### src/rtl/mem_port_arbiter_if.sv
// Bus bundle between the pipeline requesters, the shared memory and the arbiter.
// The slave modport is the arbiter's view; the master modport is the requester/memory side.
interface mem_port_arbiter_if #(
   parameter int ADDR_W = 32,
   parameter int DATA_W = 32
);
   logic              if_req;
   logic [ADDR_W-1:0] if_addr;
   logic [DATA_W-1:0] if_rdata;
   logic              if_ready;
   logic              if_stall;
   logic              d_rd;
   logic              d_wr;
   logic [ADDR_W-1:0] d_addr;
   logic [DATA_W-1:0] d_wdata;
   logic [DATA_W-1:0] d_rdata;
   logic              d_ready;
   logic              d_stall;
   logic              mem_en;
   logic              mem_we;
   logic [ADDR_W-1:0] mem_addr;
   logic [DATA_W-1:0] mem_wdata;
   logic [DATA_W-1:0] mem_rdata;

   modport slave (
      input  if_req, if_addr, d_rd, d_wr, d_addr, d_wdata, mem_rdata,
      output if_rdata, if_ready, if_stall, d_rdata, d_ready, d_stall,
             mem_en, mem_we, mem_addr, mem_wdata
   );

   modport master (
      output if_req, if_addr, d_rd, d_wr, d_addr, d_wdata, mem_rdata,
      input  if_rdata, if_ready, if_stall, d_rdata, d_ready, d_stall,
             mem_en, mem_we, mem_addr, mem_wdata
   );
endinterface

### src/rtl/mem_port_arbiter.sv
// Shares one single-port memory between instruction fetch and the data port.
// Data wins arbitration; a starvation counter forces a fetch grant after STARVE_LIMIT data grants.
module mem_port_arbiter #(
   parameter int ADDR_W       = 32,
   parameter int DATA_W       = 32,
   parameter int MEM_LATENCY  = 1,
   parameter int STARVE_LIMIT = 4
) (
   input  logic               clock,
   input  logic               reset,
   mem_port_arbiter_if.slave  bus
);
   typedef enum logic [1:0] {IDLE, ISSUE, WAIT, RESP} state_t;

   localparam logic [3:0] LAT_M1 = 4'(MEM_LATENCY - 1);
   localparam logic [3:0] STV    = 4'(STARVE_LIMIT);

   state_t            r_state;
   state_t            w_next;
   logic [3:0]        r_cnt;
   logic [3:0]        r_starve;
   logic              r_gnt_d;
   logic              r_we;
   logic [ADDR_W-1:0] r_addr;
   logic [DATA_W-1:0] r_wdata;
   logic [DATA_W-1:0] r_if_rdata;
   logic [DATA_W-1:0] r_d_rdata;
   logic              w_d_req;
   logic              w_gnt_d;
   logic              w_gnt_if;
   logic              w_resp;

   always_ff @(posedge clock or negedge reset) begin
      if (!reset) r_state <= IDLE;
      else        r_state <= w_next;
   end

   // Requests are only looked at in IDLE; later changes on the inputs are ignored.
   always_comb begin
      w_next   = r_state;
      w_gnt_d  = 1'b0;
      w_gnt_if = 1'b0;
      w_d_req  = bus.d_rd | bus.d_wr;
      case (r_state)
         IDLE: begin
            if (w_d_req && !(bus.if_req && r_starve == STV)) begin
               w_gnt_d = 1'b1;
               w_next  = ISSUE;
            end else if (bus.if_req) begin
               w_gnt_if = 1'b1;
               w_next   = ISSUE;
            end
         end
         ISSUE:   w_next = WAIT;
         WAIT:    if (r_cnt == 4'd0) w_next = RESP;
         RESP:    w_next = IDLE;
         default: w_next = IDLE;
      endcase
   end

   always_ff @(posedge clock or negedge reset) begin
      if (!reset) begin
         r_cnt      <= '0;
         r_starve   <= '0;
         r_gnt_d    <= 1'b0;
         r_we       <= 1'b0;
         r_addr     <= '0;
         r_wdata    <= '0;
         r_if_rdata <= '0;
         r_d_rdata  <= '0;
      end else begin
         if (w_gnt_d) begin
            r_gnt_d <= 1'b1;
            r_addr  <= bus.d_addr;
            r_wdata <= bus.d_wdata;
            // rd+wr together is resolved as a write
            r_we    <= bus.d_wr;
            if (!bus.if_req)          r_starve <= '0;
            else if (r_starve < STV)  r_starve <= r_starve + 4'd1;
         end
         if (w_gnt_if) begin
            r_gnt_d  <= 1'b0;
            r_addr   <= bus.if_addr;
            r_we     <= 1'b0;
            r_starve <= '0;
         end
         if (r_state == ISSUE) r_cnt <= LAT_M1;
         if (r_state == WAIT) begin
            if (r_cnt != 4'd0) r_cnt <= r_cnt - 4'd1;
            else if (!r_we) begin
               if (r_gnt_d) r_d_rdata  <= bus.mem_rdata;
               else         r_if_rdata <= bus.mem_rdata;
            end
         end
      end
   end

   assign w_resp        = (r_state == RESP);
   assign bus.mem_en    = (r_state == ISSUE);
   assign bus.mem_we    = r_we;
   assign bus.mem_addr  = r_addr;
   assign bus.mem_wdata = r_wdata;
   assign bus.if_rdata  = r_if_rdata;
   assign bus.d_rdata   = r_d_rdata;
   assign bus.if_ready  = w_resp & ~r_gnt_d;
   assign bus.d_ready   = w_resp & r_gnt_d;
   assign bus.if_stall  = bus.if_req & ~bus.if_ready;
   assign bus.d_stall   = (bus.d_rd | bus.d_wr) & ~bus.d_ready;
endmodule

### src/flat_wrapper.sv
// flat-port wrapper written by rule: the top's interface ports become plain ports
module mem_port_arbiter_flat 
#(
   parameter int ADDR_W       = 32,
   parameter int DATA_W       = 32,
   parameter int MEM_LATENCY  = 1,
   parameter int STARVE_LIMIT = 4
)
  (clock, reset, bus_if_req, bus_if_addr, bus_d_rd, bus_d_wr, bus_d_addr, bus_d_wdata, bus_mem_rdata, bus_if_rdata, bus_if_ready, bus_if_stall, bus_d_rdata, bus_d_ready, bus_d_stall, bus_mem_en, bus_mem_we, bus_mem_addr, bus_mem_wdata);
  mem_port_arbiter_if #(.ADDR_W(ADDR_W), .DATA_W(DATA_W)) bus_i ();
  input  logic clock;
  input  logic reset;
  input wire logic [$bits(bus_i.if_req)-1:0] bus_if_req;
  input wire logic [$bits(bus_i.if_addr)-1:0] bus_if_addr;
  input wire logic [$bits(bus_i.d_rd)-1:0] bus_d_rd;
  input wire logic [$bits(bus_i.d_wr)-1:0] bus_d_wr;
  input wire logic [$bits(bus_i.d_addr)-1:0] bus_d_addr;
  input wire logic [$bits(bus_i.d_wdata)-1:0] bus_d_wdata;
  input wire logic [$bits(bus_i.mem_rdata)-1:0] bus_mem_rdata;
  output wire logic [$bits(bus_i.if_rdata)-1:0] bus_if_rdata;
  output wire logic [$bits(bus_i.if_ready)-1:0] bus_if_ready;
  output wire logic [$bits(bus_i.if_stall)-1:0] bus_if_stall;
  output wire logic [$bits(bus_i.d_rdata)-1:0] bus_d_rdata;
  output wire logic [$bits(bus_i.d_ready)-1:0] bus_d_ready;
  output wire logic [$bits(bus_i.d_stall)-1:0] bus_d_stall;
  output wire logic [$bits(bus_i.mem_en)-1:0] bus_mem_en;
  output wire logic [$bits(bus_i.mem_we)-1:0] bus_mem_we;
  output wire logic [$bits(bus_i.mem_addr)-1:0] bus_mem_addr;
  output wire logic [$bits(bus_i.mem_wdata)-1:0] bus_mem_wdata;
  assign bus_i.if_req = bus_if_req;
  assign bus_i.if_addr = bus_if_addr;
  assign bus_i.d_rd = bus_d_rd;
  assign bus_i.d_wr = bus_d_wr;
  assign bus_i.d_addr = bus_d_addr;
  assign bus_i.d_wdata = bus_d_wdata;
  assign bus_i.mem_rdata = bus_mem_rdata;
  assign bus_if_rdata = bus_i.if_rdata;
  assign bus_if_ready = bus_i.if_ready;
  assign bus_if_stall = bus_i.if_stall;
  assign bus_d_rdata = bus_i.d_rdata;
  assign bus_d_ready = bus_i.d_ready;
  assign bus_d_stall = bus_i.d_stall;
  assign bus_mem_en = bus_i.mem_en;
  assign bus_mem_we = bus_i.mem_we;
  assign bus_mem_addr = bus_i.mem_addr;
  assign bus_mem_wdata = bus_i.mem_wdata;
  mem_port_arbiter #(.ADDR_W(ADDR_W), .DATA_W(DATA_W), .MEM_LATENCY(MEM_LATENCY), .STARVE_LIMIT(STARVE_LIMIT)) u_core (.clock(clock), .reset(reset), .bus(bus_i));
endmodule
### config.mk
export PLATFORM = sky130hd
export DESIGN_NAME = mem_port_arbiter_flat
export DESIGN_NICKNAME = d
export VERILOG_FILES = /design/src/rtl/mem_port_arbiter_if.sv /design/src/rtl/mem_port_arbiter.sv /design/src/flat_wrapper.sv
export SDC_FILE = /design/constraint.sdc
export NUM_CORES = 1
export LEC_CHECK = 0
export BUFFER_PORTS_ARGS = -buffer_cell sky130_fd_sc_hd__buf_2
export CORE_MARGIN = 2
export CORE_UTILIZATION = 46
export CTS_BUF_LIST = sky130_fd_sc_hd__clkbuf_16
export CTS_CLUSTER_DIAMETER = 40
export CTS_CLUSTER_SIZE = 14
export DETAILED_ROUTE_END_ITERATION = 10
export GPL_ROUTABILITY_DRIVEN = 0
export PLACE_DENSITY = 0.79
export SYNTH_ARGS = -nofsm -noshare
export SYNTH_HDL_FRONTEND = slang
export SYNTH_SLANG_ARGS = --single-unit
### constraint.sdc
create_clock -name clock -period 2.55 [get_ports clock]
set_clock_uncertainty 0.1 [all_clocks]
set_input_delay 0.255 -clock clock [delete_from_list [all_inputs] [get_ports clock]]
set_output_delay 0.255 -clock clock [all_outputs]
set_load 0.03 [all_outputs]
==> results of run 1 <==
==> layout by cell type, fill, tap and decap left out, types with 2 or more instances in the layout <==
master and count:
mux2_1 6, o22ai_1 33, buf_2 265, inv_1 10, buf_12 2, nor2b_1 3, o21ai_2 2, clkbuf_16 17
nand3b_1 3, dlygate4sd3_1 65, clkinv_2 3, clkinv_1 4, a21oi_1 34, nand2_1 8, mux2_2 91, nor3_1 2
nor2_1 35, clkinvlp_4 2, dfrtp_1 140, clkinv_4 2, o21ai_0 9, buf_4 9, nand2b_1 2, ha_1 8
and2_1 2, bufinv_16 3
==> power breakdown <==
group / switching [uW] / internal (uW)
combinational: 3690 / 2030
sequential: 588 / 3320
clock: 918 / 1510
==> worst max-delay path by stage <==
stage,start,endpoint,slack (ns),depth (start not counted)
floorplan,u_core.r_cnt[0],u_core.bus.if_rdata[31],0.44,8
global placement,u_core.r_cnt[0],u_core.bus.if_rdata[29],0.37,7
detailed placement,u_core.r_cnt[0],u_core.bus.if_rdata[15],0.31,7
CTS,u_core.r_cnt[0],u_core.bus.if_rdata[15],0.31,7
global route,u_core.r_cnt[0],u_core.bus.if_rdata[21],0.22,7
finish,u_core.r_cnt[0],u_core.bus.if_rdata[21],0.31,7
==> registers in the layout (all words and copies together) (netlist names) <==
| name | flops |
|---|---|
| u_core.bus.d_rdata | 32 |
| u_core.r_state | 2 |
| u_core.r_cnt | 4 |
| u_core.r_starve | 4 |
| u_core.bus.mem_wdata | 32 |
| u_core.r_gnt_d | 1 |
| u_core.bus.mem_we | 1 |
| u_core.bus.if_rdata | 32 |
| u_core.bus.mem_addr | 32 |
==> metrics by stage <==
| step | area, um2 | power [uW] | std cells | hold slack [ns] | setup slack, ns |
|---|---|---|---|---|---|
| floorplan | 5650 | 7790 | 425 | -0.141 | 0.441 |
| global placement | 7160 | 9330 | 825 | 0.0767 | 0.373 |
| detailed placement | 7160 | 9550 | 825 | 0.0847 | 0.313 |
| CTS | 8390 | 12100 | 922 | 0.0111 | 0.312 |
| global route | 8390 | 12700 | 922 | 0.0379 | 0.223 |
| finish | 8390 | 12100 | 922 | 0.0347 | 0.307 |
==> cell type report <==
type                            instances  share of cell area
Sequential cell                       140               0.418
Timing Repair Buffer                  342               0.250
Multi-Input combinational cell        252               0.237
Clock buffer                           17              0.0507
Tap cell                              147              0.0219
Clock inverter                         15              0.0186
Inverter                                9             0.00403
==> synthesized netlist by cell type, drive strengths merged <==
library cell,n
nor2,35
o22ai,33
a22o,1
a31oi,1
nor3,2
nand4b,1
or3,1
nor2b,4
and3b,1
o2bb2ai,1
o21a,1
or3b,1
ha,8
clkbuf,14
nor3b,2
nand2b,2
nand3b,3
nand3,1
o21ai,11
a21oi,34
and2,2
mux2i,1
buf,10
dfrtp,140
inv,9
mux2,97
nand2,8
a22oi,1
==> metal layers <==
metal  share of wire  vias up  GRT usage
met5          0.0012        -          0
met4           0.032        4      0.123
met3           0.074       45     0.0675
met1            0.39     2272      0.263
met2            0.50      209      0.413
li1                -     2193          -
==> cells by family (layout without fill, tap and decap cells) <==
logic type      Yosys count  count (layout)  synth area share
mux                      98              98             0.195
simple gates             63              63            0.0539
fa+ha+maj                 8               8            0.0177
compound gates           83              83            0.0833
buf+inv                  33             383            0.0293
flops                   140             140             0.621
==> worst max-delay path, stage by stage (launching register included) <==
cell and delay, ns:
dfrtp_1 0.40, inv_1 0.07, ha_1 0.17, or3b_4 0.41
nor3b_2 0.19, nor2b_4 0.19, buf_12 0.22, mux2_2 0.36
==> results.txt, run 1 <==
Status - completed
Hold Path Cell Cnt - 3
Gate count of the mapped netlist - 425
Area of the multi-input gates - 0.00199 mm2
Vias per inst - 5.12
Hold Buf Count CTS - 65
Initial antenna violation count - 1
Hpwl dp - 10200 um
DRT iter0 DRCs - 274
Sequential cell area - 0.00350 mm2
Fmax achieved - 446 MHz
Crit path DAT - 2.44 ns
Crit Path Class - reg2reg
Relative slew slack - 0.699
Yosys top cell by area - dfrtp_1
DIE AREA - 0.0132 mm2
Clock tree from TritonCTS - yes
Core Area - 0.0120 mm2
Drt drc - 0
Max-Cap Viols - 0
CP startpoint kind - flip-flop
Die H - 115 um
Fillers - 820
Register area share after synthesis - 0.621
Drt pass-1 iters - 4
DR WL/cell - 16.7 um
# diodes - 0
Area Overhead vs Synth - 48.6%
Post-Syn Nets - 566
Cell Area, Synth - 0.00565 mm2
CTS resizes - 0
Synth warn - 0
HP Class - in2reg
Gr ovfl total - 0
Routed Antenna Nets - 0
Final hold vios - 0
Post-Syn Area per Cell - 13.3 um2
# IOs - 267
Initial core utilization - 0.470
Worst-Skew Late Latency - 0.42 ns
Post-CTS Setup Inserts - 0
Reg2reg setup slack - 0.31 ns
Die W - 115 um
Vias - 4723
RSZ-0062 raised after global routing - false
Largest net degree at the start of global routing - 66
Htree depth - 4
Total negative slack - 0 ns
Cell variety after synth - 33
Clock tree sinks - 140
Hold_sp - bus_if_addr[5]
# nets final - 903
Site Rows - 40
Layout cell share with drive strength beyond 1 - 0.516
Final setup fails - 0
WHS Endpoint - u_core.bus.mem_addr[5]
#FFs+latches synth - 140
CTS buffer count - 17
Clock root buffer - clkbuf_16
Share of the synthesized area in the top cell type - 0.621
Util after Layout - 0.699
PortBufs - 266
Worst R2R Path Depth - 7
Reg2reg start - u_core.r_cnt[0]
Critical path endpoint category - flip-flop
First-pass GRT wire length - 23900 um
CP required - 2.75 ns
Worst Max-Slew Pin Slew - 0.447 ns
Leak - 0.00405 uW
Worst-path clk slew - 0.06 ns
Reg2Reg Capture Point - u_core.bus.if_rdata[21]
Part of the cycle the worst path needs - 0.880
Clk buf depth - 2
Final min period - 2.24 ns
Synth top area cells - dfrtp_1 (62%), mux2_2 (18%), o22ai_1 (3.7%)
Pwr Density - 1440 mW/mm2
Crit-path max FO - 32
Worst vdd ir - 0.803 mV
GRT Resource Usage Total - 0.236
Vias in the first global route - 4909
Slew Limit Fails - 0
DRT Wirelength - 15400 um
No activity file was read; power rests on OpenSTA's default activity.
==> run 2: changes to the inputs <==
--- a/config.mk
+++ b/config.mk
@@ -5,15 +5,15 @@
 export SDC_FILE = /design/constraint.sdc
 export NUM_CORES = 1
 export LEC_CHECK = 0
-export BUFFER_PORTS_ARGS = -buffer_cell sky130_fd_sc_hd__buf_2
-export CORE_MARGIN = 2
-export CORE_UTILIZATION = 46
+export CORE_AREA = 2 2 104 106
 export CTS_BUF_LIST = sky130_fd_sc_hd__clkbuf_16
 export CTS_CLUSTER_DIAMETER = 40
 export CTS_CLUSTER_SIZE = 14
 export DETAILED_ROUTE_END_ITERATION = 10
+export DIE_AREA = 0 0 106 108
+export DONT_BUFFER_PORTS = 1
 export GPL_ROUTABILITY_DRIVEN = 0
-export PLACE_DENSITY = 0.79
+export PLACE_DENSITY = 0.7
 export SYNTH_ARGS = -nofsm -noshare
 export SYNTH_HDL_FRONTEND = slang
 export SYNTH_SLANG_ARGS = --single-unit
==> constraint.sdc (replaced) <==
create_clock -name clock -period 2.55 [get_ports clock]
set_clock_uncertainty 0.1 [all_clocks]
set_input_delay 0.3825 -clock clock [delete_from_list [all_inputs] [get_ports clock]]
set_output_delay 0.3825 -clock clock [all_outputs]
set_load 0.03 [all_outputs]
==> run 2 against run 1 <==
Against the previous run: utilization decreased by 6.0 points; maximum frequency decreased by 6.9%; register-to-register slack got worse by 0.14 ns; via count decreased by 27%; first-iteration DRC count decreased by 31%; the flow now finishes with violations (hold timing); flip-flop and latch count unchanged; critical path type is now reg2out; combinational power decreased by 62%; die area decreased by 13%; sequential share of layout area increased by 12 points; largest cell class unchanged; sequential power increased by 58%.
==> results.txt, run 2 (synthesized netlist as in run 1, its figures left out) <==
Fillers - 736 (was 820)
Htree depth - 4 (unchanged)
Die W - 106 um (was 115 um)
Leading cell type in the layout, fill and taps excluded - dfrtp_1 (was buf_2)
Largest net degree at the start of global routing - 141 (was 66)
RSZ-0062 raised after global routing - false (unchanged)
CP required - 2.07 ns (was 2.75 ns)
Crit path DAT - 1.93 ns (was 2.44 ns)
Final min period - 2.41 ns (was 2.24 ns)
Relative slew slack - 0.244 (was 0.699)
# IOs - 267 (unchanged)
Total negative slack - 0 ns (unchanged)
CP startpoint kind - flip-flop (unchanged)
Max-Cap Viols - 0 (unchanged)
Crit Path Class - reg2out (was reg2reg)
Area Overhead vs Synth - 15.7% (was 48.6%)
Fin area - 0.00653 mm2 (was 0.00839 mm2)
DIE AREA - 0.0114 mm2 (was 0.0132 mm2)
CP Cell Sequence - ha_1 -> nor2b_1 -> nor2b_1 (was inv_1 -> ha_1 -> or3b_4 -> nor3b_2 -> nor2b_4 -> buf_12 -> mux2_2)
Placement Cell Area - 0.00576 mm2 (was 0.00716 mm2)
Reg2reg start - u_core.r_cnt[0] (unchanged)
HP Class - in2async (was in2reg)
Top cell by count, worst path - nor2b_1
Commonest non-fill, non-tap cells in the layout - dfrtp_1 (140), mux2_2 (91), nor2_1 (35) (was buf_2 (265), dfrtp_1 (140), mux2_2 (91))
Clock root buffer - clkbuf_16 (unchanged)
Hpwl dp - 8310 um (was 10200 um)
Crit-path max FO - 3 (was 32)
Routed Antenna Nets - 0 (unchanged)
DRT iter0 DRCs - 188 (was 274)
# nets final - 581 (was 903)
Gr ovfl total - 0 (unchanged)
DRT Wirelength - 11900 um (was 15400 um)
Final hold vios - 140 (was 0)
Util after Layout - 0.638 (was 0.699)
Failing checks - hold timing
CTS resizes - 0 (unchanged)
# diodes - 0 (unchanged)
Worst-path clk slew - 0.06 ns (about the same)
Worst hold slack - -0.431 ns (was 0.0347 ns)
Fmax achieved - 415 MHz (was 446 MHz)
Status - complete, but fails checks (was completed)
Final setup fails - 0 (unchanged)
Initial antenna violation count - 0 (was 1)
Vias - 3456 (was 4723)
Vias in the first global route - 3588 (was 4909)
Pwr Density - 1680 mW/mm2 (was 1440 mW/mm2)
Critical path endpoint category - output port (was flip-flop)
CTS buffer count - 17 (unchanged)
Core Area - 0.0102 mm2 (was 0.0120 mm2)
Leak - 0.00277 uW (was 0.00405 uW)
Clock tree sinks - 140 (unchanged)
Post-route insts no fill - 589 (was 922)
Reg2Reg Capture Point - u_core.bus.if_rdata[5] (was u_core.bus.if_rdata[21])
Initial core utilization - 0.552 (was 0.470)
Clk buf depth - 2 (unchanged)
First-pass GRT wire length - 18300 um (was 23900 um)
Slew Limit Fails - 0 (unchanged)
DR WL/cell - 20.2 um (was 16.7 um)
Worst Max-Slew Pin Slew - 1.13 ns (was 0.447 ns)
Worst R2R Path Depth - 7 (unchanged)
Placed Cells - 544 (was 825)
Vias per inst - 5.87 (was 5.12)
Worst path max stage delay - 0.60 ns (was 0.41 ns)
Die H - 108 um (was 115 um)
Site Rows - 37 (was 40)
Layout cell share with drive strength beyond 1 - 0.296 (was 0.516)
Worst-Skew Late Latency - 0.41 ns (was 0.42 ns)
Drt pass-1 iters - 4 (unchanged)
Part of the cycle the worst path needs - 0.945 (was 0.880)
GRT Resource Usage Total - 0.210 (was 0.236)
Worst vdd ir - 0.795 mV (was 0.803 mV)
PortBufs - 0 (was 266)
Clock tree from TritonCTS - yes (unchanged)
Drt drc - 0 (unchanged)
Reg2reg setup slack - 0.17 ns (was 0.31 ns)
Critical path's slowest cell - nor2b_1 (was or3b_4)
## run 2: changes by cell type in the layout (fill, tap and decap cells not counted), moves of 2 or more
cell / change
clkinv_4: -2
clkinv_1: -3
buf_2: -265
inv_6: +6
clkinv_2: -3
dlygate4sd3_1: -52
buf_4: -3
## run 2: worst max path at each step
stage | startpoint | to | slack (ns) | cells after the start
3_5_place_dp | u_core.r_cnt[0] | u_core.bus.if_rdata[1] | 0.21 | 7
3_3_place_gp | u_core.r_cnt[0] | u_core.bus.if_rdata[3] | 0.26 | 7
5_1_grt | u_core.r_cnt[0] | u_core.bus.if_rdata[7] | 0.04 | 7
6_report | u_core.r_state[0] | bus_if_stall | 0.14 | 3
2_1_floorplan | u_core.r_cnt[0] | u_core.bus.if_rdata[31] | 0.44 | 8
4_1_cts | u_core.r_state[1] | bus_if_stall | 0.13 | 3
## run 2: per-layer routing
layer	vias up	share of wire	track usage
met2	187	0.51	0.355
met5	-	0	0
li1	1549	-	-
met4	0	0.014	0.0818
met3	12	0.091	0.0862
met1	1708	0.38	0.239
## run 2: area by class of cell
| type | count | area [um2] | area share |
|---|---|---|---|
| tap | 136 | 170 | 0.0261 |
| multi-input combinational | 252 | 1990 | 0.305 |
| clock inverter | 15 | 210 | 0.0322 |
| clock buffer | 17 | 425 | 0.0651 |
| inverter | 9 | 33.8 | 0.00517 |
| sequential | 140 | 3500 | 0.537 |
| timing repair buffer | 20 | 195 | 0.0299 |
## run 2: power by group
group | internal (uW) | switching [uW] | total [uW]
registers | 3290 | 2890 | 6170
logic | 1180 | 1010 | 2180
clock network | 1660 | 977 | 2640
## run 2: worst max-delay path, delay by kind of cell, from the launching register on
kind                     cells  cell delay (ns)
flip-flops                   1             0.39
adder cells (fa/ha/maj)      1             0.20
AND/OR/NAND/NOR              2             0.92
## run 2: what timing repair did
item / in CTS / in global routing
buffers inserted: 0 / 0
hold buffers: 8 / 5
endpoints found under the hold margin: 148 / 145
## run 2: metrics by stage
stage / setup WS [ns] / hold WS (ns) / total power [uW]
6_report: 0.141 / -0.431 / 11000
5_1_grt: 0.0401 / -0.461 / 11500
4_1_cts: 0.127 / -0.453 / 11100
3_5_place_dp: 0.206 / -0.0101 / 8410
3_3_place_gp: 0.263 / -0.0101 / 8260
2_1_floorplan: 0.441 / -0.0131 / 7790
